--- config.mk ---
export PLATFORM = sky130hd
export DESIGN_NAME = mac_accumulator
export DESIGN_NICKNAME = d
export VERILOG_FILES = /design/src/rtl/mac_accumulator.sv
export SDC_FILE = /design/constraint.sdc
export NUM_CORES = 1
export LEC_CHECK = 0
export ABC_AREA = 1
export CAP_MARGIN = 20
export CORE_ASPECT_RATIO = 1.1
export CORE_UTILIZATION = 26
export DETAILED_ROUTE_END_ITERATION = 6
export GPL_TIMING_DRIVEN = 1
export HOLD_SLACK_MARGIN = 0.02
export PLACE_DENSITY = 0.54
export SETUP_SLACK_MARGIN = 0.3
export SLEW_MARGIN = 20
export SYNTH_ARGS = -nofsm -noshare
export SYNTH_HDL_FRONTEND = slang
export SYNTH_SLANG_ARGS = --single-unit
--- constraint.sdc ---
create_clock -name clk -period 3.5 [get_ports clk]
set_clock_uncertainty 0.15 [all_clocks]
set_input_delay 0.7 -clock clk [delete_from_list [all_inputs] [get_ports clk]]
set_output_delay 0.7 -clock clk [all_outputs]
set_load 0.005 [all_outputs]
--- src/rtl/mac_accumulator.sv ---
// Saturating signed accumulator: sums FRAME_LEN products per frame and presents each
// frame result through a valid/ready handshake.
module mac_accumulator #(
  parameter int unsigned WIDTH     = 32,
  parameter int unsigned FRAME_LEN = 8,
  parameter int unsigned CNT_W     = 4
) (
  input  logic                 clk,
  input  logic                 rst,
  input  logic                 clear,
  input  logic                 prod_valid,
  output logic                 prod_ready,
  input  logic [2*WIDTH-1:0]   prod,
  output logic                 acc_valid,
  input  logic                 acc_ready,
  output logic [2*WIDTH-1:0]   acc_out,
  output logic                 sat,
  output logic [CNT_W-1:0]     count
);

  localparam int unsigned PW = 2 * WIDTH;

  typedef enum logic [0:0] {StAccum, StOutput} state_e;

  state_e           state_q, state_d;
  logic [PW-1:0]    acc_q, acc_d;
  logic             sat_q, sat_d;
  logic [CNT_W-1:0] cnt_q, cnt_d;

  logic signed [PW:0] sum;
  logic [PW-1:0]      sum_clamped;
  logic               sum_ovf;
  logic               accept;
  logic               last;

  // Sign-extended add one bit wider than the product so overflow is visible in the top bits.
  assign sum         = $signed({acc_q[PW-1], acc_q}) + $signed({prod[PW-1], prod});
  assign sum_ovf     = sum[PW] != sum[PW-1];
  assign sum_clamped = !sum_ovf ? sum[PW-1:0] :
                       (sum[PW] ? {1'b1, {(PW-1){1'b0}}} : {1'b0, {(PW-1){1'b1}}});

  assign accept = (state_q == StAccum) && prod_valid;
  assign last   = cnt_q == CNT_W'(FRAME_LEN - 1);

  always_ff @(posedge clk) begin
    if (!rst) begin
      state_q <= StAccum;
    end else begin
      state_q <= state_d;
    end
  end

  always_ff @(posedge clk) begin
    if (!rst) begin
      acc_q <= '0;
      sat_q <= 1'b0;
      cnt_q <= '0;
    end else begin
      acc_q <= acc_d;
      sat_q <= sat_d;
      cnt_q <= cnt_d;
    end
  end

  always_comb begin
    state_d = state_q;
    if (clear) begin
      state_d = StAccum;
    end else begin
      unique case (state_q)
        StAccum:  if (accept && last) state_d = StOutput;
        StOutput: if (acc_ready) state_d = StAccum;
        default:  state_d = StAccum;
      endcase
    end
  end

  always_comb begin
    acc_d = acc_q;
    sat_d = sat_q;
    cnt_d = cnt_q;
    if (clear || (state_q == StOutput && acc_ready)) begin
      acc_d = '0;
      sat_d = 1'b0;
      cnt_d = '0;
    end else if (accept) begin
      acc_d = sum_clamped;
      sat_d = sat_q | sum_ovf;
      cnt_d = last ? '0 : cnt_q + CNT_W'(1);
    end
  end

  always_comb begin
    prod_ready = 1'b0;
    acc_valid  = 1'b0;
    unique case (state_q)
      StAccum:  prod_ready = 1'b1;
      StOutput: acc_valid  = 1'b1;
      default:  prod_ready = 1'b0;
    endcase
  end

  assign acc_out = acc_q;
  assign sat     = sat_q;
  assign count   = cnt_q;

endmodule

==> impl_metrics.ini <==
[finish]
instances_no_fill = 1911
final_cell_mix = nand2_1 (364), inv_1 (156), clkdlybuf4s50_1 (138)
drive_gt1_frac = 0.175
final_cell_area_sq_um = 11400
diodes = 0
fill_cells = 3056
multi_input_area_sq_um = 6080
nets = 1678
final_common_cell = nand2_1
area_delta_synth_final_pct = 51.4
regArea_sq_um = 1400

[grt]
grt_overflow = 0
grt_pass1_wl_mm = 47.1
grt_use_total = 0.208
first_global_vias = 8809
grt_max_degree = 67
antenna_found_initial = 0

[power_and_ir_drop]
p_seq_frac = 0.267
clkPwrFrac = 0.287
vdd_drop_max_mv = 0.145
p_leak_uw = 0.00533
p_int_uw = 2080
p_switching_uw = 1250
switching_share = 0.376
powerDensity_nw_per_um2 = 293
combPwrFrac = 0.446

[timing]
hold_violations = 0
worstMarginPinSlew_ps = 631
fin_crit_sh = 0.888
drv_slew = 0
setup_violations = 0
finalCriticalPeriod_ps = 3110
slew_headroom = 0.579
rsz0062_at_grt = true
fmax_mhz = 322

[yosys]
synth.top_cell.area_share = 0.199
ys.flop_type = dfxtp_1
syn_nets = 1426
async_flop_share = 0
synthCells = 1291
yosysWarnings = 0
post_synth_num_cell_types = 33
synth_edf_count = 0
yosys.area.top_type = nand2_1
syn_area_per_cell_sq_um = 5.82
seq_area_frac_synth = 0.187
yosys-top-cells-area = nand2_1 (20%), dfxtp_1 (19%), ha_1 (11%)
synth_area_sq_um = 7510
ys_seq_elements = 70

[worst_setup_path]
worstSetupEndpointType = flip-flop
crit_type = in2reg
critical_path.max_fanout = 8
cp.arrival_ps = 3190
worstPathRequired_ps = 3580
crit_path_start_kind = input port

[routing]
via_per_inst = 4.78
routed_wirelength_mm = 33.0
dr.pass1.iters = 5
detail-route-antenna-nets = 0
wl_per_cell_um = 17.3
num_vias = 9129
drc = 0
drt-initial-drc-count = 606

[flow_run]
maxCapViolCount = 0

[floorplan]
start_util = 0.267
num_rows = 64
dieHeight_um = 180
core_area_sq_um = 28100
die_w_um = 164
io-pin-count = 140
fp.dieArea_sq_um = 29600

[placed_design]
post-place-cells = 1883
gp_congestion = 0.938
post_dp_cell_area_sq_um = 10100
place_hpwl_mm = 25.6
io_buffers = 139

[clock_network]
path_clk_slew_ps = 60
cts.sinks = 70
htree_levels = 3
clkLatencyLatePin_ps = 350
clockBufferDepth = 2
cts_tree = done
numCtsBuffers = 9
root_buffer = clkbuf_16

[worst_hold_path]
hp-class = reg2reg

[run_status]
status = finished, final reports clean
-- sequential cells by signal (all words and copies together), names as in the netlist --
register,cells
acc_out,64
count,4
sat,1
state_q,1
-- repair_timing --
item                                    4_1_cts  5_1_grt
resized for setup                             9      126
endpoints found under the setup margin       22       65
cloned                                        1        9
pin swaps                                     0       18
setup buffers                                 0        2
hold buffers                                  0        0
-- stage by stage --
| stage | power (uW) | hold slack [ps] | utilization | worst slack [ps] | setup TNS [ps] |
|---|---|---|---|---|---|
| finish | 3330 | 351 | 0.405 | 391 | 0 |
| global route | 3520 | 388 | 0.405 | 277 | 0 |
| detailed placement | 2150 | 314 | 0.360 | -164 | -4050 |
| CTS | 3140 | 332 | 0.373 | 305 | 0 |
| floorplan | 1600 | 310 | - | 588 | 0 |
| global placement | 2150 | 326 | 0.360 | -194 | -3460 |
-- metal layers --
metal	vias to the layer above	global-route usage	wire length, um
li1	4704	-	-
met1	4206	0.267	15000
met2	189	0.362	16100
met3	30	0.0244	1270
met4	0	0.0507	630
met5	-	0	0
-- path summary, 6_finish.rpt --
kind	start	end	slack, ps	depth (start not counted)
worst max register to register	acc_out[56]	acc_out[24]	790	17
worst min register to register	sat	sat	350	2
worst min-delay path	sat	sat	350	2
worst max-delay path	prod[56]	acc_out[24]	390	18
-- area by class of cell --
cell class,count,area share
multi-input combinational,1037,0.535
timing repair buffer,267,0.225
sequential,70,0.123
inverter,158,0.0521
tap,363,0.0399
clock buffer,10,0.0201
clock inverter,6,0.00550
-- cell usage after synthesis, types with 7 or more instances --
| cell type | count |
|---|---|
| a21oi_1 | 152 |
| clkbuf_1 | 14 |
| dfxtp_1 | 70 |
| ha_1 | 65 |
| inv_1 | 157 |
| nand2_1 | 398 |
| nand3_1 | 73 |
| nand3b_1 | 13 |
| nand4_1 | 10 |
| nor2_1 | 134 |
| nor3_1 | 14 |
| o21ai_0 | 81 |
| o21bai_1 | 21 |
| xnor2_1 | 7 |
| xor2_1 | 34 |
-- critical path, stage by stage --
cell and delay (ps):
clkdlybuf4s50_1 410, ha_1 330, buf_4 170, nand2_1 80, nor2_1 60, nand2_1 160, inv_1 60, nand2_1 60
nand2_1 100, a21oi_2 120, buf_4 150, nand2_2 60, nand2_1 60, nand2_2 80, a21oi_4 140, buf_12 190
clkbuf_16 190, a21oi_1 70
-- cells by family after synthesis --
| group | synth area share |
|---|---|
| AND/OR/NAND/NOR | 0.358 |
| AO/OA/AOI/OAI | 0.196 |
| buffers and inverters | 0.101 |
| adder cells (fa/ha/maj) | 0.111 |
| flip-flops | 0.187 |
| XOR/XNOR | 0.0478 |
-- power groups by stage --
| stage | logic, uW | registers (uW) | clock network (uW) |
|---|---|---|---|
| 2_1_floorplan | 705 | 892 | 0 |
| 3_3_place_gp | 1250 | 897 | 0 |
| 3_5_place_dp | 1260 | 897 | 0 |
| 4_1_cts | 1290 | 880 | 970 |
| 5_1_grt | 1620 | 895 | 999 |
| 6_report | 1480 | 889 | 955 |
No activity file was read; power rests on OpenSTA's default activity.
